### config.mk
export PLATFORM = sky130hd
export DESIGN_NAME = alu_issue_stage
export DESIGN_NICKNAME = d
export VERILOG_FILES = /design/src/rtl/alu_issue_stage.sv
export SDC_FILE = /design/constraint.sdc
export NUM_CORES = 1
export LEC_CHECK = 0
export BUFFER_PORTS_ARGS = -buffer_cell sky130_fd_sc_hd__buf_2
export CAP_MARGIN = 20
export CORE_ASPECT_RATIO = 0.6
export CORE_MARGIN = 2
export CORE_UTILIZATION = 25
export DETAILED_ROUTE_END_ITERATION = 16
export PLACE_DENSITY = 0.5
export SYNTH_ARGS = -nofsm -noshare
export SYNTH_HDL_FRONTEND = slang
export SYNTH_SLANG_ARGS = --single-unit
### constraint.sdc
create_clock -name clk -period 2.9 [get_ports clk]
set_input_delay 0.145 -clock clk [delete_from_list [all_inputs] [get_ports clk]]
set_output_delay 0.145 -clock clk [all_outputs]
set_load 0.01 [all_outputs]
### src/rtl/alu_issue_stage.sv
// RV32I decode/issue stage feeding the ALU: decodes OP-IMM, OP, LUI and AUIPC into an ALU request
// held in a valid/ready ID/EX register. Define ILLEGAL_TRAP_EN to issue illegal instructions flagged on out_illegal.
module alu_issue_stage #(
    parameter int DWIDTH    = 32,
    parameter int SEL_WIDTH = 5,
    parameter bit ZERO_X0   = 1'b1
) (
    input  logic                 clk,
    input  logic                 rst,
    input  logic                 flush,
    input  logic                 in_valid,
    output logic                 in_ready,
    input  logic [31:0]          instr,
    input  logic [DWIDTH-1:0]    pc,
    input  logic [DWIDTH-1:0]    rs1_data,
    input  logic [DWIDTH-1:0]    rs2_data,
    output logic                 out_valid,
    input  logic                 out_ready,
    output logic [SEL_WIDTH-1:0] out_sel,
    output logic [DWIDTH-1:0]    out_op1,
    output logic [DWIDTH-1:0]    out_op2,
    output logic [4:0]           out_rd,
    output logic                 out_we
`ifdef ILLEGAL_TRAP_EN
    ,
    output logic                 out_illegal
`endif
);

    typedef enum logic [SEL_WIDTH-1:0] {
        SEL_ADDI  = 5'd0,  SEL_SLTI = 5'd1,  SEL_SLTIU = 5'd2,  SEL_XORI = 5'd3,
        SEL_ORI   = 5'd4,  SEL_ANDI = 5'd5,  SEL_SLLI  = 5'd6,  SEL_SRLI = 5'd7,
        SEL_SRAI  = 5'd8,  SEL_ADD  = 5'd9,  SEL_SUB   = 5'd10, SEL_SLL  = 5'd11,
        SEL_SLT   = 5'd12, SEL_SLTU = 5'd13, SEL_XOR   = 5'd14, SEL_SRL  = 5'd15,
        SEL_SRA   = 5'd16, SEL_OR   = 5'd17, SEL_AND   = 5'd18
    } sel_e;

    localparam logic [6:0] OPC_OP_IMM = 7'b0010011;
    localparam logic [6:0] OPC_OP     = 7'b0110011;
    localparam logic [6:0] OPC_LUI    = 7'b0110111;
    localparam logic [6:0] OPC_AUIPC  = 7'b0010111;
    localparam logic [6:0] F7_ZERO    = 7'b0000000;
    localparam logic [6:0] F7_ALT     = 7'b0100000;

`ifdef ILLEGAL_TRAP_EN
    localparam bit TRAP = 1'b1;
`else
    localparam bit TRAP = 1'b0;
`endif

    logic [6:0]        opcode;
    logic [2:0]        funct3;
    logic [6:0]        funct7;
    logic [4:0]        rd;
    logic [DWIDTH-1:0] rs1_val;
    logic [DWIDTH-1:0] rs2_val;
    logic [DWIDTH-1:0] imm_i;
    logic [DWIDTH-1:0] imm_u;
    logic [DWIDTH-1:0] shamt;

    logic              dec_legal;
    sel_e              dec_sel;
    logic [DWIDTH-1:0] dec_op1;
    logic [DWIDTH-1:0] dec_op2;
    logic              dec_we;
    logic              accept;

    assign opcode  = instr[6:0];
    assign funct3  = instr[14:12];
    assign funct7  = instr[31:25];
    assign rd      = instr[11:7];
    assign rs1_val = (ZERO_X0 && instr[19:15] == 5'd0) ? '0 : rs1_data;
    assign rs2_val = (ZERO_X0 && instr[24:20] == 5'd0) ? '0 : rs2_data;
    assign imm_i   = {{(DWIDTH-12){instr[31]}}, instr[31:20]};
    assign imm_u   = {instr[31:12], 12'b0};
    assign shamt   = {{(DWIDTH-5){1'b0}}, instr[24:20]};

    assign in_ready = !flush && (!out_valid || out_ready);
    assign accept   = in_valid && in_ready;

    always_comb begin
        // NOTE: every output gets a default first so no path through the case tree infers a latch.
        dec_legal = 1'b0;
        dec_sel   = SEL_ADDI;
        dec_op1   = '0;
        dec_op2   = '0;
        case (opcode)
            OPC_OP_IMM: begin
                dec_legal = 1'b1;
                dec_op1   = rs1_val;
                dec_op2   = imm_i;
                case (funct3)
                    3'b000: dec_sel = SEL_ADDI;
                    3'b010: dec_sel = SEL_SLTI;
                    3'b011: dec_sel = SEL_SLTIU;
                    3'b100: dec_sel = SEL_XORI;
                    3'b110: dec_sel = SEL_ORI;
                    3'b111: dec_sel = SEL_ANDI;
                    3'b001: begin
                        dec_sel   = SEL_SLLI;
                        dec_op2   = shamt;
                        dec_legal = (funct7 == F7_ZERO);
                    end
                    default: begin
                        dec_op2 = shamt;
                        if (funct7 == F7_ALT) begin
                            dec_sel = SEL_SRAI;
                        end else begin
                            dec_sel   = SEL_SRLI;
                            dec_legal = (funct7 == F7_ZERO);
                        end
                    end
                endcase
            end
            OPC_OP: begin
                dec_op1 = rs1_val;
                dec_op2 = rs2_val;
                if (funct7 == F7_ZERO) begin
                    dec_legal = 1'b1;
                    case (funct3)
                        3'b000:  dec_sel = SEL_ADD;
                        3'b001:  dec_sel = SEL_SLL;
                        3'b010:  dec_sel = SEL_SLT;
                        3'b011:  dec_sel = SEL_SLTU;
                        3'b100:  dec_sel = SEL_XOR;
                        3'b101:  dec_sel = SEL_SRL;
                        3'b110:  dec_sel = SEL_OR;
                        default: dec_sel = SEL_AND;
                    endcase
                end else if (funct7 == F7_ALT) begin
                    dec_legal = (funct3 == 3'b000) || (funct3 == 3'b101);
                    dec_sel   = (funct3 == 3'b101) ? SEL_SRA : SEL_SUB;
                end
            end
            OPC_LUI: begin
                dec_legal = 1'b1;
                dec_op2   = imm_u;
            end
            OPC_AUIPC: begin
                dec_legal = 1'b1;
                dec_op1   = pc;
                dec_op2   = imm_u;
            end
            default: dec_legal = 1'b0;
        endcase
        // An illegal entry is issued (trap build only) as an inert request.
        if (!dec_legal) begin
            dec_sel = SEL_ADDI;
            dec_op1 = '0;
            dec_op2 = '0;
        end
    end

    assign dec_we = dec_legal && (rd != 5'd0);

    always_ff @(posedge clk or posedge rst) begin
        // NOTE: registered state uses non-blocking assignments so every flop samples pre-edge values.
        if (rst) begin
            out_valid <= 1'b0;
            out_sel   <= '0;
            out_op1   <= '0;
            out_op2   <= '0;
            out_rd    <= '0;
            out_we    <= 1'b0;
        end else if (flush) begin
            out_valid <= 1'b0;
        end else if (accept) begin
            if (dec_legal || TRAP) begin
                out_valid <= 1'b1;
                out_sel   <= dec_sel;
                out_op1   <= dec_op1;
                out_op2   <= dec_op2;
                out_rd    <= rd;
                out_we    <= dec_we;
            end else begin
                out_valid <= 1'b0;
            end
        end else if (out_ready) begin
            out_valid <= 1'b0;
        end
    end

`ifdef ILLEGAL_TRAP_EN
    always_ff @(posedge clk or posedge rst) begin
        if (rst) begin
            out_illegal <= 1'b0;
        end else if (!flush && accept) begin
            out_illegal <= !dec_legal;
        end
    end
`endif

endmodule

==> results of run 1 <==
[kinds of logic (layout without fill, tap and decap cells)]
kind of cell    after synthesis  in the layout
buf+inv                      33            246
simple gates                 39             39
compound gates              100            100
xor+xnor                      1              1
flops                        76             76
mux                          71             71
[cell type report]
| class | count | share of cell area, % |
|---|---|---|
| Multi-Input combinational cell | 211 | 35.96 |
| Sequential cell | 76 | 32.65 |
| Timing Repair Buffer | 225 | 20.49 |
| Tap cell | 228 | 4.898 |
| Clock buffer | 13 | 4.468 |
| Clock inverter | 3 | 1.182 |
| Inverter | 5 | 0.3437 |
[state kept, by name, indices dropped and copies added, names as in the netlist]
register	flops
out_rd	5
out_valid	1
out_sel	5
out_op1	32
out_op2	32
out_we	1
[through the flow]
stage,hold WS [ps],cells,worst slack (ps),power [W],cell area [sq um]
after detailed placement,241.6,742,473.7,0.001361,5465
after global routing,39.86,761,724.1,0.002712,5824
after floorplan,243.3,320,816.7,0.001207,4230
final,40.24,761,824.7,0.002601,5824
after CTS,20.41,761,827.2,0.002652,5824
after global placement,223.8,741,495.1,0.001358,5438
[power by group through the flow]
stage                     registers (W)  logic (W)  clock network (W)
after floorplan                 0.00112  0.0000900                  0
after global routing            0.00109   0.000281            0.00134
after detailed placement        0.00111   0.000253                  0
after CTS                       0.00109   0.000256            0.00131
final                           0.00109   0.000253            0.00126
after global placement          0.00111   0.000250                  0
[Yosys cell counts (all sizes together), types with 2 or more instances]
master and instances:
a21oi 9, a221o 19, a22o 43, a22oi 2, a31oi 3, buf 12
clkbuf 16, dfrtp 76, inv 5, mux2 71, nand2 6, nand2b 4
nand3 2, nor2 8, nor2b 3, nor3 5, o2111ai 2, o21a 4
o21ai 5, o31a 2, o41ai 2, or2 2, or3 2, or4 3
[final timing paths]
kind	from	to	cells after the start
worst max-delay path	instr[31]	out_sel[4]	7
worst min-delay path	instr[11]	out_rd[4]	2
worst max register to register	out_valid	out_sel[4]	6
worst min register to register	out_op1[21]	out_op1[21]	1
max in group asynchronous	rst	out_op1[18]	4
min in group asynchronous	rst	out_op1[6]	3
[metal layers]
layer  wire (um)  vias up  track usage (%)
met5           0        -                0
met4          97        0            4.022
met3        1229        7            5.000
met2        5701      160            21.34
met1        6604     1849            21.41
li1            -     1664                -
[worst register-to-register path, cell delays in order, from the launching register on]
cell and delay, ps:
dfrtp_1 390, a21oi_1 130, buf_4 140, o2111ai_4 180, nor2_4 170, buf_4 470, mux2_1 380
[repair_timing]
item                      CTS  global route
hold endpoints to repair   32             0
hold buffers                3             0
resized for setup           0             0
==> results.env, run 1 <==
FIRST_PASS_ITERS=4
CLOCK_INSERTION_DELAY_WORST_SKEW_PS=330
WORSTSETUPENDPOINTTYPE='flop'
GROUTE.USAGE.OVERALL_PCT=14.96
SYNTH_FA_HA_AREA_SHARE_PCT=0
INITIALDRTVIOLATIONCOUNT=165
HOLD_CLASS='input pin to flop'
SWITCHINGPOWER_W=0.0005965
GP_ROUTABILITY_CONGESTION=0.8155
SEQPWRFRAC_PCT=41.9
GRT.OVERFLOW.TOTAL=0
ANTENNA_FOUND_INITIAL=0
CRIT_PATH_MAX_INCR_DELAY_PS=590
NETLIST.TOP_CELL.BY_AREA='dfrtp_1'
CLOCK_TREE_FROM_TRITONCTS='done'
DIE_X_UM=171.9
REPORT.FINAL.SETUP_VIOL=0
MAPPEDNETLISTAREA_SQ_UM=4230
CP_TOP_FAMILY='simple AND/OR/NAND/NOR gates'
COUNT_OF_INPUT_AND_OUTPUT_BUFFERS=209
FINALCOREUTILIZATION_PCT=35.52
LAYOUT_COMMONEST_CELL='buf_2'
FINALHOLDVIOLATIONS=0
GRT_FIRST_PASS_WIRELENGTH_UM=20620
DESIGN.CORE.AREA_SQ_UM=16400
NNETSFINAL=661
CTS_INSERTED_BUFFERS=9
SEQUENTIAL_CELL_AREA_SQ_UM=1902
DRTANTENNAVIOLNETS=0
GRT_START_MAX_NET_PINS=34
ANTENNA_CELLS_INSERTED=0
SYNTH.TOP_CELLS.BY_AREA='dfrtp_1, mux2_4, a22o_1'
PLACEMENT_ROWS=36
WORSTPATHARRIVAL_PS=2290
POWER_FRAC_COMB_PCT=9.7
PEAKVDDDROP_mV=0.2425
POST_SYNTHESIS_SEQUENTIAL_ELEMENT_COUNT=76
POWER_DENSITY_nW_PER_UM2=446.5
MAX_FANOUT_ON_CRITICAL_PATH=28
NETLIST_INSTANCES=320
SYNTH_TOP_AREA_SHARE_PCT=44.96
AVGVIACOUNTPERCELL=4.836
REG2REG_SLACK_PS=920
ROOT_BUFFER='clkbuf_16'
MAX_FREQ_MHz=481.9
INITIAL_CORE_UTIL_PCT=25.80
YS_SEQ_AREA_SHARE_PCT=44.96
YOSYS_WARNINGS=0
DOMINANT_COMBINATIONAL_CELL_FAMILY_BY_AREA_AFTER_SYNTHESIS='multiplexers'
CP.BUFFERS_INVERTERS=2
TIMING_WORST_SLEW_PIN_VALUE_PS=630.3
SYNTH-MAIN-FF-CELL='dfrtp_1'
ROUTED-VIA-COUNT=3680
POWER.SHARE.SWITCHING_PCT=22.94
FINCLKSKEW_PS=5.127
AREA_GROWTH_SYN_TO_LAYOUT_PCT=37.68
SYNTH_SIMPLE_GATE_AREA_SHARE_PCT=5.708
TIMING.SETUP.TNS_PS=0
POSTSYNTHNETCOUNT=453
FINALMAXSLEWVIOLATIONS=0
CAP_VIOLATIONS=0
FLOORPLAN.IO_PINS=210
SLEW-LIMIT-HEADROOM_PCT=57.93
DIE_H_UM=104.8
DRT_DRC_VIOLATIONS_LEFT=0
POSTSYNTHAREAPERCELL_SQ_UM=13.22
STATUS='finished, final reports clean'
CLOCK_PERIOD_MINUS_FINAL_WORST_SETUP_SLACK_PS=2075
POWER.LEAKAGE_nW=3.063
CLOCK_POWER_SHARE_PCT=48.4
SYNTH_ASYNC_SR_FLOP_SHARE_PCT=100.0
SYNTH_MUX_AREA_SHARE_PCT=23.34
POSTCTSSETUPREPAIRBUFS=0
P_INT_W=0.002004
CTS.PATH.MAX_BUFFERS=2
TIMING.SETUP.CRITICAL_PATH_CLASS='input pin to flop'
SYNTH_EDF_COUNT=0
DRIVE_ABOVE_1_SHARE_PCT=57.97
YOSYSUNIQUECELLTYPES=49
MOST_USED_CELLS_IN_THE_LAYOUT_EXCLUDING_FILL_AND_TAP_CELLS='buf_2, dfrtp_1, mux2_4, a22o_1, a221o_1'
NUM-FILL-CELLS=1697
WORSTPATHCELLLIST='buf_2 > or4_4 > nor2_8 > o2111ai_4 > nor2_4 > buf_4 > mux2_1'
POST_DRT_WL_PER_CELL_UM=17.91
CRIT_SLOWEST_CELL='or4_4'
DPL.HPWL_UM=10290
LAYOUT_WORST_PATH_CYCLE_SHARE_PCT=71.56
SYNTH_COMPOUND_GATE_AREA_SHARE_PCT=20.08
CTS.SINKS=76
START_KIND='input pin'
DIEAREA_SQ_UM=18010
GRT_PASS1_VIAS=3784
MULTI_INPUT_AREA_SQ_UM=2095
SYNTH_AREA_IN_XOR_XNOR_PCT=0.2070
CLKSLEWWORSTSETUPHOLDPATHS_PS=60
FINAL_ROUTED_WIRELENGTH_ACROSS_ALL_METAL_LAYERS_UM=13630
CTS-HTREE-LEVELS=3
REQUIRED_PS=3110
GRT_SETUP_UNREPAIRED='no'
Power figures use the tool's default switching activity.
==> run 2: changes to the inputs <==
==> constraint.sdc (replaced) <==
create_clock -name clk -period 1.95 [get_ports clk]
set_input_delay 0.0975 -clock clk [delete_from_list [all_inputs] [get_ports clk]]
set_output_delay 0.0975 -clock clk [all_outputs]
set_load 0.01 [all_outputs]
==> results.env, run 2 (synthesized netlist as in run 1, its figures left out) <==
DIE_H_UM=104.8
GRT_FIRST_PASS_WIRELENGTH_UM=20980
GRT.OVERFLOW.TOTAL=0
CAP_VIOLATIONS=0
DRTANTENNAVIOLNETS=0
MOST_USED_CELLS_IN_THE_LAYOUT_EXCLUDING_FILL_AND_TAP_CELLS='buf_2, dfrtp_1, mux2_4, a22o_1, buf_4'
FINCLKSKEW_PS=5.536
MAX_FREQ_MHz=557.7
GRT_START_MAX_NET_PINS=51
FINALCOREUTILIZATION_PCT=36.87
LARGEST_REGISTERS='out_op1 (32), out_op2 (32)'
PLACEMENT_ROWS=36
CTS_INSERTED_BUFFERS=9
GP_ROUTABILITY_CONGESTION=0.8116
TIMING_WORST_SLEW_PIN_VALUE_PS=673.4
GROUTE.USAGE.OVERALL_PCT=15.15
TIMING.SETUP.CRITICAL_PATH_CLASS='flop to flop'
AVGVIACOUNTPERCELL=4.661
ANTENNA_CELLS_INSERTED=0
INITIALDRTVIOLATIONCOUNT=140
DRIVE_ABOVE_1_SHARE_PCT=59.78
CTS-HTREE-LEVELS=3
CTS.SINKS=76
START_KIND='flop'
DIEAREA_SQ_UM=18010
FINALMAXSLEWVIOLATIONS=0
CRIT_PATH_MAX_INCR_DELAY_PS=400
AREA_GROWTH_SYN_TO_LAYOUT_PCT=42.89
ROUTED-VIA-COUNT=3659
STATUS='finished, final reports clean'
FIN_TOTAL_PWR_W=0.003727
CLOCK_INSERTION_DELAY_WORST_SKEW_PS=330
REPORT.FINAL.SETUP_VIOL=0
GRT_PASS1_VIAS=3756
FLOORPLAN.IO_PINS=210
HOLD_CLASS='input pin to flop'
CP.BUFFERS_INVERTERS=1
REQUIRED_PS=2160
INITIAL_CORE_UTIL_PCT=25.80
WORSTPATHARRIVAL_PS=2010
CLOCK_TREE_FROM_TRITONCTS='done'
MAX_FANOUT_ON_CRITICAL_PATH=23
WORSTPATHCELLLIST='a21oi_2 > o2111ai_4 > nor2_4 > buf_12 > mux2_2'
DRT_DRC_VIOLATIONS_LEFT=0
ANTENNA_FOUND_INITIAL=1
CLKSLEWWORSTSETUPHOLDPATHS_PS=60
DESIGN.CORE.AREA_SQ_UM=16400
GRT_SETUP_UNREPAIRED='no'
CLOCK_PERIOD_MINUS_FINAL_WORST_SETUP_SLACK_PS=1793
NNETSFINAL=685
PEAKVDDDROP_mV=0.4094
LAYOUT_WORST_PATH_CYCLE_SHARE_PCT=91.95
DPL.HPWL_UM=10640
POWER.LEAKAGE_nW=3.176
CTS.PATH.MAX_BUFFERS=2
FINAL_ROUTED_WIRELENGTH_ACROSS_ALL_METAL_LAYERS_UM=13640
POST_DRT_WL_PER_CELL_UM=17.38
SLEW-LIMIT-HEADROOM_PCT=55.11
COUNT_OF_INPUT_AND_OUTPUT_BUFFERS=209
HOLD-WORST-SLACK_PS=21.30
FINALHOLDVIOLATIONS=0
DIE_X_UM=171.9
CP_TOP_FAMILY='compound AO/OA/AOI/OAI gates'
LAYOUT_COMMONEST_CELL='buf_2'
CRIT_SLOWEST_CELL='dfrtp_1'
POSTCTSSETUPREPAIRBUFS=0
POWER_DENSITY_nW_PER_UM2=616.5
WORSTSETUPENDPOINTTYPE='flop'
FIRST_PASS_ITERS=4
ROOT_BUFFER='clkbuf_16'
TIMING.SETUP.TNS_PS=0
## run 2: final timing paths
kind	slack, ps	to	cells after the start	start
max in group asynchronous	950	out_op2[7]	4	rst
min reg2reg	480	out_op1[21]	1	out_op1[21]
min	20	out_rd[1]	2	instr[8]
max reg2reg	160	out_op1[17]	5	out_valid
min in group asynchronous	410	out_op1[5]	4	rst
max	160	out_op1[17]	5	out_valid
## run 2: through the flow
stage	setup slack, ps	std cells	cell area [sq um]
floorplan	46.09	320	4234
global placement	-110.3	763	5680
detailed placement	-155.5	763	5680
CTS	20.59	785	6041
global route	31.66	785	6045
finish	157.0	785	6045
## run 2: power breakdown
group | switching (W) | internal, W | leakage [nW]
clock network | 0.000703 | 0.000998 | 0.150
registers | 0.0000174 | 0.00160 | 1.06
logic | 0.000199 | 0.000204 | 1.97
## run 2: routing by layer
layer / vias up / part of all wire (%) / track usage, % / wire length (um)
met5: - / 0.095 / 0 / 13
met4: 2 / 0.70 / 2.881 / 96
met3: 10 / 7.2 / 4.583 / 981
met2: 147 / 42 / 21.74 / 5723
met1: 1793 / 50 / 22.35 / 6826
li1: 1707 / - / - / -
## run 2: area by class of cell
| type | count | area, sq um |
|---|---|---|
| Clock inverter | 7 | 75.07 |
| Timing Repair Buffer | 249 | 1436 |
| Sequential cell | 76 | 1902 |
| Clock buffer | 9 | 225.2 |
| Inverter | 5 | 22.52 |
| Fill cell | 1704 | 10350 |
| Tap cell | 228 | 285.3 |
| Multi-Input combinational cell | 211 | 2098 |
## run 2: repair_timing
action                     in CTS  in global routing
hold endpoints to repair       30                  0
hold buffers                    6                  0
resized for setup               0                  1
setup endpoints to repair       0                 72
==> run 3: changes to the inputs <==
==> config.mk (replaced) <==
export PLATFORM = sky130hd
export DESIGN_NAME = alu_issue_stage
export DESIGN_NICKNAME = d
export VERILOG_FILES = /design/src/rtl/alu_issue_stage.sv
export SDC_FILE = /design/constraint.sdc
export NUM_CORES = 1
export LEC_CHECK = 0
export CAP_MARGIN = 20
export CORE_ASPECT_RATIO = 0.6
export CORE_MARGIN = 2
export CORE_UTILIZATION = 25
export DETAILED_ROUTE_END_ITERATION = 16
export DONT_BUFFER_PORTS = 1
export PLACE_DENSITY = 0.39
export SYNTH_ARGS = -nofsm -noshare
export SYNTH_HDL_FRONTEND = slang
export SYNTH_SLANG_ARGS = --single-unit
==> results.env, run 3 (synthesized netlist as in run 1, its figures left out) <==
CTS_INSERTED_BUFFERS=9
REPORT.FINAL.SETUP_VIOL=0
LAYOUT_WORST_PATH_CYCLE_SHARE_PCT=90.53
GP_ROUTABILITY_CONGESTION=0.7619
TIMING.SETUP.CRITICAL_PATH_CLASS='flop to flop'
GRT_SETUP_UNREPAIRED='no'
CTS.PATH.MAX_BUFFERS=2
POWER_DENSITY_nW_PER_UM2=774.2
GROUTE.USAGE.OVERALL_PCT=14.35
GRT.OVERFLOW.TOTAL=0
NUM-FILL-CELLS=1674
MAX_FREQ_MHz=566.4
WORSTSETUPENDPOINTTYPE='flop'
CLOCK_POWER_SHARE_PCT=53.4
CLOCK_INSERTION_DELAY_WORST_SKEW_PS=330
GRT_START_MAX_NET_PINS=48
CLOCK_PERIOD_MINUS_FINAL_WORST_SETUP_SLACK_PS=1765
CRITICAL_PATH.REG2REG.ENDPOINT='out_op1[19]'
DRIVE_ABOVE_1_SHARE_PCT=32.84
FINALMAXSLEWVIOLATIONS=0
AREA_GROWTH_SYN_TO_LAYOUT_PCT=19.70
MIN-DELAY-START='pc[23]'
GRT_FIRST_PASS_WIRELENGTH_UM=18960
DPL.HPWL_UM=9774
LAYOUT_COMMONEST_CELL='dfrtp_1'
POWER.LEAKAGE_nW=2.237
MIN_DELAY_ENDPOINT='out_op1[23]'
INITIALDRTVIOLATIONCOUNT=188
SEQUENTIAL_CELL_AREA_SQ_UM=1902
LARGEST_REGISTERS='out_op1 (32), out_op2 (32)'
HIGHEST-SIGNAL-LAYER='met4'
DIEAREA_SQ_UM=18010
TIMING.SETUP.TNS_PS=0
MULTI_INPUT_AREA_SQ_UM=2098
CRIT_SLOWEST_CELL='dfrtp_1'
REG2REG_SLACK_PS=180
AVGVIACOUNTPERCELL=5.040
POST_DRT_WL_PER_CELL_UM=22.76
DIE_X_UM=171.9
FINALCOREUTILIZATION_PCT=30.88
ROOT_BUFFER='clkbuf_16'
CLKSLEWWORSTSETUPHOLDPATHS_PS=60
MET2ROUTEDLENGTH_UM=5182
FINAL_ROUTED_WIRELENGTH_ACROSS_ALL_METAL_LAYERS_UM=12950
PLACEMENT_ROWS=36
CLOCK_TREE_FROM_TRITONCTS='done'
CTS-HTREE-LEVELS=3
STATUS='finished, final reports clean'
GRT_PASS1_VIAS=2975
MOST_USED_CELLS_IN_THE_LAYOUT_EXCLUDING_FILL_AND_TAP_CELLS='dfrtp_1, mux2_4, a22o_1, a221o_1, buf_4'
FLOORPLAN.IO_PINS=210
WORSTPATHCELLLIST='a21oi_2 > o2111ai_4 > nor2_4 > buf_12 > mux2_2'
MAX_FANOUT_ON_CRITICAL_PATH=22
POWER_FRAC_COMB_PCT=4.7
DESIGN.CORE.AREA_SQ_UM=16400
INITIAL_CORE_UTIL_PCT=25.80
ROUTED-VIA-COUNT=2868
CP_TOP_FAMILY='flip-flops'
FINAL-INSTANCE-COUNT-EXCL-FILL=569
FIRST_PASS_ITERS=4
SLEW-LIMIT-HEADROOM_PCT=70.88
CAP_VIOLATIONS=0
CP.BUFFERS_INVERTERS=1
SWITCHINGPOWER_W=0.0007836
ANTENNA_CELLS_INSERTED=0
HOLD_CLASS='input pin to flop'
DIE_H_UM=104.8
FINALHOLDVIOLATIONS=0
HOLD_PATH_DEPTH=2
ROUTED-WL-MET3_UM=1579
NNETSFINAL=470
TIMING.REG2REG.WORST_PATH_DEPTH=5
DRTANTENNAVIOLNETS=0
REQUIRED_PS=2160
START_KIND='flop'
DRT_DRC_VIOLATIONS_LEFT=0
P_INT_W=0.003137
PEAKVDDDROP_mV=0.3176
PLACED_CELLS=543
TIMING_WORST_SLEW_PIN_VALUE_PS=432.2
WORSTPATHARRIVAL_PS=1980
CRIT_PATH_MAX_INCR_DELAY_PS=390
WORST_R2R_STARTPOINT='out_valid'
SEQPWRFRAC_PCT=41.9
ANTENNA_FOUND_INITIAL=0
FINCLKSKEW_PS=7.088
CTS.SINKS=76
POWER.SHARE.SWITCHING_PCT=19.99
COUNT_OF_INPUT_AND_OUTPUT_BUFFERS=0
ROUTEDLENGTHMET1_UM=6092
[run 3: metrics by stage]
step / cell area, sq um / power [W] / hold slack [ps] / setup slack (ps)
2_1_floorplan: 4234 / 0.001796 / 195.8 / 46.09
3_3_place_gp: 4577 / 0.001839 / -107.8 / -8.519
3_5_place_dp: 4577 / 0.001841 / -106.6 / -37.57
4_1_cts: 5060 / 0.004007 / 5.020 / 55.78
5_1_grt: 5064 / 0.004104 / 11.76 / 81.29
6_report: 5064 / 0.003920 / 21.27 / 184.6
[run 3: power by group through the flow]
stage                     registers (W)  logic, W  clock network [W]
after floorplan                 0.00166  0.000134                  0
after global placement          0.00167  0.000166                  0
after detailed placement        0.00167  0.000169                  0
after global routing            0.00165  0.000208            0.00225
after CTS                       0.00164  0.000189            0.00217
final                           0.00164  0.000184            0.00209
[run 3: per-layer routing]
metal | global-route usage [%] | vias up
met5 | 0 | -
met4 | 3.061 | 0
met3 | 7.500 | 6
met2 | 19.31 | 150
met1 | 20.14 | 1437
li1 | - | 1275
[run 3: worst max path at each step]
stage / cells after the start / from / to
2_1_floorplan: 6 / out_valid / out_op1[21]
3_3_place_gp: 6 / instr[31] / out_op1[19]
5_1_grt: 5 / out_valid / out_op1[19]
6_report: 5 / out_valid / out_op1[19]
4_1_cts: 5 / out_valid / out_op1[19]
3_5_place_dp: 6 / instr[31] / out_op1[19]
[run 3: repair_timing]
item | 4_1_cts | 5_1_grt
endpoints found under the setup margin | 0 | 12
hold buffers | 11 | 0
setup buffers | 0 | 0
endpoints found under the hold margin | 86 | 0
resized for setup | 0 | 1
[run 3: worst register-to-register path: stages (launching register included)]
cell       delay, ps
dfrtp_1          390
a21oi_2          220
o2111ai_4        170
nor2_4           260
buf_12           240
mux2_2           380
[run 3: cell type report]
| type | count | area share (%) |
|---|---|---|
| Inverter | 5 | 0.4448 |
| Timing Repair Buffer | 34 | 7.561 |
| Sequential cell | 76 | 37.56 |
| Multi-Input combinational cell | 211 | 41.44 |
| Clock buffer | 11 | 4.991 |
| Clock inverter | 4 | 2.372 |
| Tap cell | 228 | 5.634 |
